--- src/rtl/scpu_fetch_pkg.sv ---
`default_nettype none
// ============================================================================
// Module   : scpu_fetch_pkg
// Purpose  : Shared constants and types for the instruction fetch front-end.
//            XLEN       - datapath width
//            NOP_INS    - word presented to decode when nothing is queued
//            fetch_entry_t - one queued {pc, ins} pair
// Revision : 1.0 - initial release
// ============================================================================
package scpu_fetch_pkg;

  localparam int XLEN = 32;
  localparam logic [XLEN-1:0] NOP_INS = 32'h00000013;

  typedef struct packed {
    logic [XLEN-1:0] pc;
    logic [XLEN-1:0] ins;
  } fetch_entry_t;

endpackage
`default_nettype wire

--- src/rtl/fetch_queue.sv ---
`default_nettype none
// ============================================================================
// Module   : fetch_queue
// Purpose  : Circular FIFO of fetch entries. Flush empties the queue and
//            resets both pointers; it takes priority over push and pop.
// Ports    : clk, rst         - clock, synchronous active-high reset
//            push, push_entry - write an entry at the tail
//            pop              - drop the head entry (ignored when empty)
//            flush            - discard all entries
//            count            - number of held entries (0..QDEPTH)
//            head             - head entry (undefined when count == 0)
// Revision : 1.0 - initial release
// ============================================================================
module fetch_queue
  import scpu_fetch_pkg::*;
#(
  parameter  int QDEPTH = 2,
  localparam int AW     = $clog2(QDEPTH),
  localparam int CW     = AW + 1
) (
  input  logic         clk,
  input  logic         rst,
  input  logic         push,
  input  fetch_entry_t push_entry,
  input  logic         pop,
  input  logic         flush,
  output logic [CW-1:0] count,
  output fetch_entry_t head
);

  fetch_entry_t  mem_q [QDEPTH];
  logic [AW-1:0] wr_ptr_q, wr_ptr_d;
  logic [AW-1:0] rd_ptr_q, rd_ptr_d;
  logic [CW-1:0] count_q,  count_d;

  logic do_push;
  logic do_pop;

  assign do_push = push & ~flush;
  assign do_pop  = pop & ~flush & (count_q != '0);

  always_comb begin
    wr_ptr_d = wr_ptr_q;
    rd_ptr_d = rd_ptr_q;
    count_d  = count_q;
    if (flush) begin
      wr_ptr_d = '0;
      rd_ptr_d = '0;
      count_d  = '0;
    end else begin
      // Power-of-two depth: pointers wrap by natural overflow.
      if (do_push) wr_ptr_d = wr_ptr_q + 1'b1;
      if (do_pop)  rd_ptr_d = rd_ptr_q + 1'b1;
      count_d = count_q + CW'(do_push) - CW'(do_pop);
    end
  end

  always_ff @(posedge clk) begin
    if (rst) begin
      wr_ptr_q <= '0;
      rd_ptr_q <= '0;
      count_q  <= '0;
    end else begin
      wr_ptr_q <= wr_ptr_d;
      rd_ptr_q <= rd_ptr_d;
      count_q  <= count_d;
    end
  end

  // Storage needs no reset: an entry is only read after it has been written.
  always_ff @(posedge clk) begin
    if (do_push) mem_q[wr_ptr_q] <= push_entry;
  end

  assign count = count_q;
  assign head  = mem_q[rd_ptr_q];

endmodule
`default_nettype wire

--- src/rtl/ins_fetch.sv ---
`default_nettype none
// ============================================================================
// Module   : ins_fetch
// Purpose  : Instruction fetch front-end. Issues sequential fetch addresses
//            to a registered instruction buffer, pairs each returned word
//            with its PC and queues the pairs for decode. A redirect flushes
//            everything in flight and restarts fetch at the target.
// Ports    : clk, rst                 - clock, synchronous active-high reset
//            fetch_pc                 - registered address to buffer pc_in
//            ins_in                   - buffer word for last cycle's fetch_pc
//            redirect_valid/_pc       - redirect request and target
//            out_valid/out_ready      - decode handshake on queue head
//            out_pc, out_ins          - head entry (0 / NOP when empty)
// Revision : 1.0 - initial release
// ============================================================================
module ins_fetch
  import scpu_fetch_pkg::*;
#(
  parameter logic [XLEN-1:0] RESET_PC = 32'h0,
  parameter logic [XLEN-1:0] PC_STEP  = 32'd1,
  parameter int              QDEPTH   = 2
) (
  input  logic            clk,
  input  logic            rst,
  output logic [XLEN-1:0] fetch_pc,
  input  logic [XLEN-1:0] ins_in,
  input  logic            redirect_valid,
  input  logic [XLEN-1:0] redirect_pc,
  output logic            out_valid,
  input  logic            out_ready,
  output logic [XLEN-1:0] out_pc,
  output logic [XLEN-1:0] out_ins
);

  localparam int CW = $clog2(QDEPTH) + 1;

  logic [XLEN-1:0] fetch_pc_q, fetch_pc_d;
  logic [XLEN-1:0] req_pc_q,   req_pc_d;
  logic            inflight_q, inflight_d;

  logic [CW-1:0]   count;
  fetch_entry_t    head;
  fetch_entry_t    push_entry;
  logic            pop;
  logic            push;
  logic            issue;
  logic [CW:0]     credit_used;

  assign pop = out_valid & out_ready;

  // Credit: slots already taken plus the word still in flight, minus the
  // slot freed this cycle. One extra bit keeps the sum from overflowing;
  // it cannot underflow because pop implies count >= 1.
  assign credit_used = {1'b0, count} + {{CW{1'b0}}, inflight_q}
                     - {{CW{1'b0}}, pop};
  assign issue = ~redirect_valid & (credit_used < (CW+1)'(QDEPTH));

  // The returned word is only meaningful while a fetch is in flight;
  // a redirect discards it.
  assign push = inflight_q & ~redirect_valid;

  always_comb begin
    push_entry.pc  = req_pc_q;
    push_entry.ins = ins_in;
  end

  always_comb begin
    fetch_pc_d = fetch_pc_q;
    req_pc_d   = req_pc_q;
    inflight_d = 1'b0;
    if (redirect_valid) begin
      fetch_pc_d = redirect_pc;
    end else if (issue) begin
      fetch_pc_d = fetch_pc_q + PC_STEP;
      req_pc_d   = fetch_pc_q;
      inflight_d = 1'b1;
    end
  end

  always_ff @(posedge clk) begin
    if (rst) begin
      fetch_pc_q <= RESET_PC;
      req_pc_q   <= '0;
      inflight_q <= 1'b0;
    end else begin
      fetch_pc_q <= fetch_pc_d;
      req_pc_q   <= req_pc_d;
      inflight_q <= inflight_d;
    end
  end

  fetch_queue #(
    .QDEPTH (QDEPTH)
  ) u_queue (
    .clk        (clk),
    .rst        (rst),
    .push       (push),
    .push_entry (push_entry),
    .pop        (pop),
    .flush      (redirect_valid),
    .count      (count),
    .head       (head)
  );

  assign fetch_pc  = fetch_pc_q;
  assign out_valid = (count != '0);
  assign out_pc    = out_valid ? head.pc  : '0;
  assign out_ins   = out_valid ? head.ins : NOP_INS;

endmodule
`default_nettype wire

--- config.mk ---
export PLATFORM = sky130hd
export DESIGN_NAME = ins_fetch
export DESIGN_NICKNAME = d
export VERILOG_FILES = /design/src/rtl/scpu_fetch_pkg.sv /design/src/rtl/fetch_queue.sv /design/src/rtl/ins_fetch.sv
export SDC_FILE = /design/constraint.sdc
export NUM_CORES = 1
export LEC_CHECK = 0
export ABC_AREA = 1
export CELL_PAD_IN_SITES_DETAIL_PLACEMENT = 1
export CELL_PAD_IN_SITES_GLOBAL_PLACEMENT = 1
export CORE_ASPECT_RATIO = 0.5
export CORE_UTILIZATION = 40
export CTS_CLUSTER_SIZE = 25
export DETAILED_ROUTE_END_ITERATION = 8
export PLACE_DENSITY = 0.75
export SLEW_MARGIN = 20
export SYNTH_ARGS = -nofsm -noshare
export SYNTH_HDL_FRONTEND = slang
export SYNTH_HIERARCHICAL = 1
export SYNTH_SLANG_ARGS = --single-unit
export TNS_END_PERCENT = 20
--- constraint.sdc ---
create_clock -name clk -period 7.57 [get_ports clk]
set_input_delay 1.514 -clock clk [delete_from_list [all_inputs] [get_ports clk]]
set_output_delay 1.514 -clock clk [all_outputs]
set_load 0.05 [all_outputs]
== Word-level counts from Yosys, hierarchy flattened ==
Memory sizes are Yosys's and may differ from the RTL's. A register that Yosys moved wholly into a read port is not among the register bits.
Index checks and enable logic that the tools add are counted.
Cells by class
  order comparisons: 1
  reduce and logical (&&, ||, !) cells: 4
  bitwise operators: 7
  multiplexer cells: 9
  add/sub/neg operators: 7
Operators with widths (number)
  2-to-1 mux 32 bit: 4
  adder 32 x 1 -> 32 bit (second input constant): 1
  bitwise AND 1 bit: 6
  2-to-1 mux 1 bit: 5
  nonzero test 2 bit: 2
  adder 2 x 1 -> 3 bit: 1
  less-than comparator 3 x 2 -> 1 bit (second input constant): 1
  subtractor 3 x 1 -> 3 bit: 1
  adder 1 bit (second input constant): 2
  adder 2 x 1 -> 2 bit: 1
  AND reduction 2 bit: 1
  OR reduction 2 bit: 1
  subtractor 2 x 1 -> 2 bit: 1
  NOT 1 bit: 1
Storage, ports and cells
  memories: 1
  memory bits (writable): 128
  register bits: 69
Memory list
  u_queue.mem_q: depth 2, width 64, rd ports 1, clocked after memory_dff 1, write ports 1, line fetch_queue.sv:31  | fetch_entry_t mem_q [QDEPTH];

== Logic depth before layout (Yosys ltp) ==
Gate-level depths: netlist of the first run.
  word-level depth: 7
  gate-level depth with buffers: 17
  mapped depth without buffers: 14

== Cells and area by module ==
The synthesis of the first run kept the hierarchy.
Modules (own cells, without submodules)
  fetch_queue: sequential area each 3943.8 um^2, times used 1, cells an instance 241, area an instance 5180.0 um^2
  ins_fetch: sequential area each 1301.2 um^2, times used 1, cells an instance 681, area an instance 4159.0 um^2

== Worst setup path after synthesis of the first run ==
OpenSTA, ideal clock, no wires.
  path type: input to register
  start point: input redirect_valid
  end point: memory u_queue/mem_q[1][0] (netlist bit), enable pin
  slack: 2.248 ns
  required time: 7.082 ns
  cell stages on the path: 5
  arrival: 4.834 ns
  library setup time: 0.488 ns
  path through: clkbuf_1 > clkbuf_1 > nor2_1 > nand2_1 > nor2_1
Between the ends
  word-level cells in the longest chain between the ends: 5
Ends and longest elaborated chain
  start, declared: line ins_fetch.sv:27  | input logic redirect_valid,
  NOT 1 bit (no source line)
  bitwise AND 1 bit: line ins_fetch.sv:60  | assign push = inflight_q & ~redirect_valid;
  named net push: line ins_fetch.sv:45  | logic push;
  bitwise AND 1 bit: line fetch_queue.sv:39  | assign do_push = push & ~flush;
  2-to-1 mux 1 bit: line fetch_queue.sv:72  | if (do_push) mem_q[wr_ptr_q] <= push_entry;
  2-to-1 mux 1 bit (implied by the code): line fetch_queue.sv:72
  end, declared: line fetch_queue.sv:31
The timed path passes the listed nets, and every way through them passes these cells.

== Worst setup path in the final report of the first run ==
  start point: input out_ready
  end point: register req_pc_q[8]
Between the ends
  word-level cells in the longest chain between the ends: 5
Ends and longest elaborated chain
  start, declared: line ins_fetch.sv:30  | input logic out_ready,
  bitwise AND 1 bit: line ins_fetch.sv:49  | assign pop = out_valid & out_ready;
  named net pop: line ins_fetch.sv:44  | logic pop;
  subtractor 3 x 1 -> 3 bit: line ins_fetch.sv:55  | - {{CW{1'b0}}, pop};
  less-than comparator 3 x 2 -> 1 bit: line ins_fetch.sv:56  | assign issue = ~redirect_valid & (credit_used < (CW+1)'(QDEPTH));
  bitwise AND 1 bit: line ins_fetch.sv:56
  AND reduction 2 bit (no source line)
  end signal, assigned: line ins_fetch.sv:87  | req_pc_q <= req_pc_d;
  end, declared: line ins_fetch.sv:38  | logic [XLEN-1:0] req_pc_q, req_pc_d;
The timed path passes the listed nets, and every way through them passes these cells.
A chain may end at the register's enable or synchronous reset.

==> metrics list, run 1 <==
- Number of H-tree levels: 4
- For the pin with the worst max-slew slack, the measured transition is 0.909 ns.
- Summed over all nets, the half-perimeter wirelength after detailed placement is 17.0 mm.
- Setup repair after global routing left no endpoint under its margin.
- Type of element launching the critical path: input port
- In this design, the stage delay of the slowest critical-path cell is 0.80 ns.
- The Yosys step of the flow raised 6 warnings.
* End of the worst hold path: u_queue/mem_q[1][43]$_DFFE_PP_
* Number of distinct library cell variants in the gate-level netlist after synthesis: 43
- Total GRT Usage: 20.4%
- DIE AREA: 24,000 sq um
* CTS tree: yes
* Kind of cell adding the most delay to the critical path: buffers and inverters
- FP Rows: 39
* Port Buffer Count: 164
- Counting cells, the worst reg-to-reg path comes to 11.
- The count of nets left with antenna violations once routing finished came out at 0.
- Summed over all cells, the static leakage comes to 4.60 nW.
* Mean post-synth cell area: 10.1 sq um
* Largest net degree at the start of global routing: 68
* Final hold violation count: 0
- The filler cells instantiated in the layout total 2,546.
* Most frequent cells after synthesis: 147 x nor2_1, 146 x inv_1, 134 x nand2_1, 128 x edfxtp_1, 70 x dfxtp_1
* Gr ovfl total: 0
* Min-delay src: req_pc_q[11]$_SDFFE_PP0P_
- Number of hold buffers added after CTS: 0
* Reported max-cap violation count: 0
- Destination of the worst register-to-register timing path: req_pc_q[8]$_SDFFE_PP0P_
- Number of I/O pins: 165
* Top cells by area in the synthesized netlist: edfxtp_1 41%, dfxtp_1 15%, mux2_4 9.6%
- Sequential share of the synthesized area: 56.2%
- Hold Crit Depth: 0
* Share of Yosys cell area claimed by the top area cell type: 41.2%
* Min Tclk post-route: 4.79 ns
* Die width: 218 microns
- Post-route standard cell area excluding fillers: 11,700 sq um
- Cell-internal power: 1.74 mW
- Via density per instance: 4.88
- The final layout contains 1,147 nets.
- For this run, the number of standard cells in the final layout without fillers is 1,395.
- Synth Instances: 922
- Vias post-DR: 6,812
* Via count of the first global-routing pass: 7,086
- Antenna violations before repair: 1
- Number of setup buffers added after CTS: 0
* CP Data Required Time: 7.87 ns
* Achievable clock frequency: 209 MHz
* Setup violators final: 0
- The tightest min-delay check is of the flop to flop type.
- Critical setup path kind: input port to flop
- The startpoint identified for the worst register-to-register timing path is u_queue/count[1]$_SDFF_PP0_.
* Avg WL per Cell: 17.3 microns
- The area growth from synthesis to layout is 25.6%.
- Fraction of final layout cells sized beyond drive strength 1: 13.1%
- Setup slack of the most critical reg-to-reg path: 3.75 ns
* Final Skew: 0.0104 ns
- The most used flip-flop cell after synthesis is edfxtp_1.
- Asr flop ratio synth: 0%
* Source-to-sink clock delay at the later pin of the worst-skew pair: 0.45 ns
- Max-slew headroom at the worst pin: 39.3%
- The number of max-slew violations in the final report came to 0.
- WP data arrival: 5.08 ns
* Net switching fraction of the power: 25.2%
- Sequential cells burn 51.9% of the power.
- The worst setup path is captured at a flop.
- Status: complete, no violations
- Combinational logic is responsible for 9.4% of the overall power.
* Wire length after detailed routing: 24.1 mm
- Post-place instance area: 11,100 sq um
* Clock group share of total power: 38.8%
- The most numerous cell type found on the critical path is inv_1.
- Gpl congestion: 0.830
- IR Drop Worst-Case VDD: 0.000139 V
* Post-CTS sizing: 0
* Post-CTS clock slew at the launch and capture registers of the worst setup and hold paths: 0.07 ns
- Most instantiated library cell after synthesis: nor2_1
* Count of placed standard cells including taps: 1,363
- The root buffer cell chosen for the clock tree is clkbuf_16.
* CP bufs+invs: 4
- In this run the power spent charging and discharging nets is 0.589 mW.
- 0 antenna diodes ended up in the layout.
* Buffer depth of the longest clock path: 2
* Number of enable-type register cells in the synthesized netlist: 128
* Critical-path cell list: clkdlybuf4s50_1 > inv_1 > nor2_1 > ha_1 > or2_2 > fa_1 > inv_1 > a21oi_4 > nand3_4 > clkinv_2 > o21ai_0 > a21oi_1
- After routing, the total negative slack on setup checks comes to 0 ns.
- The synthesized design spends more area on one cell type than any other, namely edfxtp_1.
- Worst-path fanout max: 67
- Clock tree synthesis inserted a total of 17 buffers.
- Initial core utilization: 40.9%
* Standard cell core area: 22,800 sq um
* Master of the slowest instance on the critical path: clkinv_2
* Global-route wire length before repair: 37.2 mm
* Synth Net Count: 994
- The synthesized design contains 198 register bits.
* Share of the clock period used by the worst path after layout: 63.2%
- In this run the power density over the cells is 199 nW/um^2.
- Total number of clock tree sinks: 198
* Number of design rule violations left after detail routing: 0
- The detailed router finished its first iteration with 411 violations.
- DIE HEIGHT: 110 microns
- The mapped netlist covers 9340 sq um.
- 1st-pass router iterations: 4
[worst max-delay path by stage]
stage / depth (start not counted) / start / endpoint
5_1_grt: 14 / out_ready / fetch_pc[7]$_SDFFE_PP0P_
2_1_floorplan: 5 / redirect_valid / u_queue/mem_q[1][0]$_DFFE_PP_
4_1_cts: 14 / out_ready / fetch_pc[24]$_SDFFE_PP0P_
3_3_place_gp: 14 / out_ready / fetch_pc[24]$_SDFFE_PP0P_
3_5_place_dp: 14 / out_ready / fetch_pc[24]$_SDFFE_PP0P_
6_report: 12 / out_ready / req_pc_q[8]$_SDFFE_PP0P_
[final cells by class]
type	instances	area, sq um	area share, %
clock buffer	20	489	4.17
sequential	198	5250	44.7
timing repair buffer	171	1690	14.4
inverter	149	561	4.78
clock inverter	12	100	0.853
multi-input combinational	538	3260	27.8
tap	307	384	3.27
[cell usage in the layout (no fill, tap or decap), types with 2 or more instances in the layout]
master,count
mux2_4,60
clkdlybuf4s50_1,164
nor2_4,6
dfxtp_1,69
nor2_2,9
or2_2,4
nor3_2,3
nor3_1,13
a21oi_1,17
xnor2_1,2
a22o_1,2
inv_1,146
clkbuf_16,19
o21ai_0,42
o211ai_1,2
nand3b_1,7
nand2_1,134
mux2_2,4
buf_4,7
xor2_1,6
nand3_2,2
inv_4,2
nand4_1,7
a211oi_2,6
inv_6,6
clkinvlp_4,2
inv_2,2
ha_1,3
edfxtp_1,128
nor2_1,144
nand3_1,49
o21ai_1,6
[state kept, by name, indices dropped and copies added, names as in the netlist, named ones only]
| name | flops |
|---|---|
| fetch_pc | 32 |
| u_queue/wr_ptr_q | 1 |
| inflight_q | 1 |
| u_queue/count | 2 |
| req_pc_q | 32 |
| u_queue/mem_q | 128 |
| u_queue/rd_ptr_q | 1 |
[power by group through the flow]
| stage | clock network, mW | registers (mW) | logic (mW) |
|---|---|---|---|
| after floorplan | 0 | 1.26 | 0.0963 |
| after global placement | 0 | 1.23 | 0.212 |
| after detailed placement | 0 | 1.23 | 0.219 |
| after CTS | 0.924 | 1.21 | 0.221 |
| after global routing | 0.967 | 1.21 | 0.236 |
| final | 0.904 | 1.21 | 0.219 |
[logic make-up (layout without fill, tap and decap cells)]
family | after synthesis | after routing | synth area share (%)
AND/OR/NAND/NOR | 383 | 383 | 18.1
flip-flops | 198 | 198 | 56.2
buffers and inverters | 186 | 352 | 9.20
AO/OA/AOI/OAI | 79 | 79 | 5.04
multiplexers | 64 | 64 | 10.1
XOR/XNOR | 8 | 8 | 0.750
adder cells (fa/ha/maj) | 4 | 4 | 0.616
[stage by stage]
| stage | hold WS, ns | setup slack (ns) | util [%] | total power [mW] |
|---|---|---|---|---|
| finish | 0.458 | 2.78 | 51.4 | 2.33 |
| global placement | 0.437 | 2.29 | 48.8 | 1.44 |
| global route | 0.474 | 2.52 | 51.4 | 2.42 |
| floorplan | 0.420 | 2.25 | - | 1.35 |
| detailed placement | 0.443 | 2.11 | 48.8 | 1.45 |
| CTS | 0.460 | 2.57 | 51.4 | 2.35 |
[routing by layer]
layer / part of all wire [%] / track usage [%] / vias up
met5: 0.042 / 0 / -
met4: 1.3 / 5.99 / 2
met3: 4.5 / 3.48 / 24
met2: 49 / 34.7 / 132
met1: 46 / 27.1 / 3353
li1: - / - / 3301
No activity file was read; power rests on OpenSTA's default activity.
==> run 2, diff against run 1 <==
==> constraint.sdc (replaced) <==
create_clock -name clk -period 4.5 [get_ports clk]
set_input_delay 0.9 -clock clk [delete_from_list [all_inputs] [get_ports clk]]
set_output_delay 0.9 -clock clk [all_outputs]
set_load 0.05 [all_outputs]
==> run 2 against run 1 <==
Net effect:
- cell area grew 0.39%
- sequential power grew 69%
- register-to-register slack lost 2.5 ns
- core utilization grew 0.20 points
- sequential share of layout area shrank 0.18 points
- final cell count grew 0.29%
- first-iteration DRC count shrank 7.5%
- clock-buffer cell count grew 1
- flip-flop and latch count is the same
- wire length grew 2.0%
- largest power group unchanged
- highest routed layer is now met4
==> metrics list, run 2 (same netlist as run 1, synthesis figures left out) <==
- For this design the total switching power over the nets is 0.976 mW.
* Achievable clock frequency: 261 MHz
- TritonCTS built the clock tree.
- Of the available clock period, the critical path in the final layout requires 85.2%.
* Cell-internal power: 2.95 mW
- The worst register-to-register path has a setup slack of 1.25 ns.
- Layout Nets: 1,151
- Reported leakage power: 4.62 nW
- Setup total negative slack on the finished layout was measured at 0 ns.
- In this run the core area contains 39 standard-cell rows.
- Across the VDD grid, the largest voltage drop is 0.000205 V.
- Largest net degree at the start of global routing: 66
* Final Skew: 0.0102 ns
- Summing all multi-input logic gate instances after layout gives 3260 sq um.
- Avg WL per Cell: 17.6 microns
* First DRT Iteration DRCs: 380
- Port Buffer Count: 164
- Number of hold buffers added after CTS: 0
- Via density per instance: 4.89
- In this run the tightest slew margin relative to its limit is 51.8%.
- The detailed router used layers up to and including met4.
- The number of global-route vias before repair is 7,062.
- The total overflow left after global routing is 0.
- Top register by number of flip-flops: u_queue/mem_q
* Setup violators final: 0
* Number of buffers inserted during clock tree synthesis: 17
* # fillers: 2,551
* Master of the slowest instance on the critical path: clkdlybuf4s50_1
* CTS root buffer: clkbuf_16
- Antenna violations before repair: 0
* Type of element launching the critical path: flop
* Vias post-DR: 6,837
- Setup repair after global routing missed its margin: no
- 165 I/O pins were placed.
- Clock group share of total power: 38.7%
- The tool flagged a number of max-cap violations equal to 0.
* Post-CTS clock slew at the launch and capture registers of the worst setup and hold paths: 0.07 ns
* Critical-path cell list: buf_4 > mux2_4 > inv_1 > nor2_1 > clkdlybuf4s50_1
- The wire-length estimate of the detail-placed layout is 17.4 mm.
* Setup crit end kind: primary output
- Final ANT Viol Nets: 0
* Number of H-tree levels: 4
* Reg power frac: 51.8%
* Number of antenna diodes: 0
* Source-to-sink clock delay at the later pin of the worst-skew pair: 0.44 ns
- Total number of clock tree sinks: 198
- DIE AREA: 24,000 sq um
* Wire length after detailed routing: 24.6 mm
- The area growth from synthesis to layout is 26.1%.
- Post-place instance area: 11,200 sq um
* Wire length on met2: 11.6 mm
- Post-route standard cell area excluding fillers: 11,800 sq um
- The post-route netlist has 13.3% of its cells at a drive strength greater than 1.
- For the worst setup path, the data required time is 3.60 ns.
- Die width: 218 microns
- Routability-driven placement finished with a final weighted congestion of 0.835.
* Number of design rule violations left after detail routing: 0
- Of all nets on the critical path, the largest fanout is 32.
* Initial core utilization: 40.9%
- The largest single stage delay on the critical path is 0.86 ns.
- Min Tclk post-route: 3.83 ns
- WP data arrival: 2.93 ns
* WL met1: 11.5 mm
* Worst min-delay path category: flop to flop
- The number of setup buffers added after CTS is 0.
- The library cell used most frequently in the layout, excluding fill and tap cells, is clkdlybuf4s50_1.
- The first global-routing pass estimated 37.9 mm of wire.
* DIE HEIGHT: 110 microns
* 1st-pass router iterations: 5
* Power Dens Cells: 334 nW/um^2
- The core region is 22,800 sq um.
- Registers take 5250 sq um.
- Leading cell types in the layout, fill and taps excluded: 164 x clkdlybuf4s50_1, 146 x inv_1, 144 x nor2_1
- Buffer depth of the longest clock path: 2
- The flow ran to the end, and the final reports show no timing, DRC or antenna violations.
* Net switching fraction of the power: 24.8%
- At the pin with the least slew margin, the transition time is 0.723 ns.
* Comb pwr share: 9.4%
* Final Max Slew Viols: 0
* Critical setup path kind: flop to primary output
- Detailed routing placed a total of 945 microns of wire on met3.
- The number of endpoints with negative hold slack in the final report is 0.
- Post-CTS sizing: 0
- The register with the most flip-flops in the layout has 128 of them.
* Total GRT Usage: 21.0%
-- run 2: cell type report --
| cell class | instances | area share (%) |
|---|---|---|
| clock buffers | 21 | 4.00 |
| repair buffers | 175 | 14.8 |
| inverters | 149 | 4.75 |
| clock inverters | 11 | 0.935 |
| multi-input cells | 538 | 27.6 |
| flip-flops and latches | 198 | 44.6 |
| well taps | 307 | 3.26 |
-- run 2: metal layers --
metal | GRT usage (%) | vias to the layer above
met4 | 7.89 | 0
met1 | 28.0 | 3350
met3 | 3.65 | 37
met2 | 34.5 | 149
met5 | 0 | -
li1 | - | 3301
-- run 2: critical path, delay by kind of cell (launching register included) --
family	cells	cell delay, ns
DFF	1	0.75
and+or+nand+nor	1	0.14
muxes	1	0.22
buffers and inverters	3	1.35
-- run 2: path summary, 6_finish.rpt --
path / startpoint / to / depth (start not counted)
worst max register to register: u_queue/count[1]$_SDFF_PP0_ / fetch_pc[24]$_SDFFE_PP0P_ / 14
worst min-delay path: req_pc_q[8]$_SDFFE_PP0P_ / u_queue/mem_q[0][40]$_DFFE_PP_ / 0
worst max-delay path: flop / out_pc[6] / 5
worst min register to register: req_pc_q[8]$_SDFFE_PP0P_ / u_queue/mem_q[0][40]$_DFFE_PP_ / 0
-- run 2: power groups by stage --
stage          clock (mW)  sequential, mW  combinational, mW
4_1_cts              1.55            2.04              0.373
5_1_grt              1.61            2.04              0.400
6_report             1.52            2.04              0.371
3_3_place_gp            0            2.07              0.358
3_5_place_dp            0            2.08              0.369
2_1_floorplan           0            2.12              0.162
-- run 2: per-stage QoR --
step / power, mW / worst slack, ns / hold WS [ns] / utilization (%) / std cells
3_3_place_gp: 2.43 / 0.606 / 0.432 / 49.0 / 1367
4_1_cts: 3.96 / 0.587 / 0.460 / 51.6 / 1399
6_report: 3.93 / 0.665 / 0.457 / 51.6 / 1399
2_1_floorplan: 2.28 / -0.190 / 0.420 / - / 922
5_1_grt: 4.06 / 0.546 / 0.466 / 51.6 / 1399
3_5_place_dp: 2.45 / 0.497 / 0.438 / 49.0 / 1367
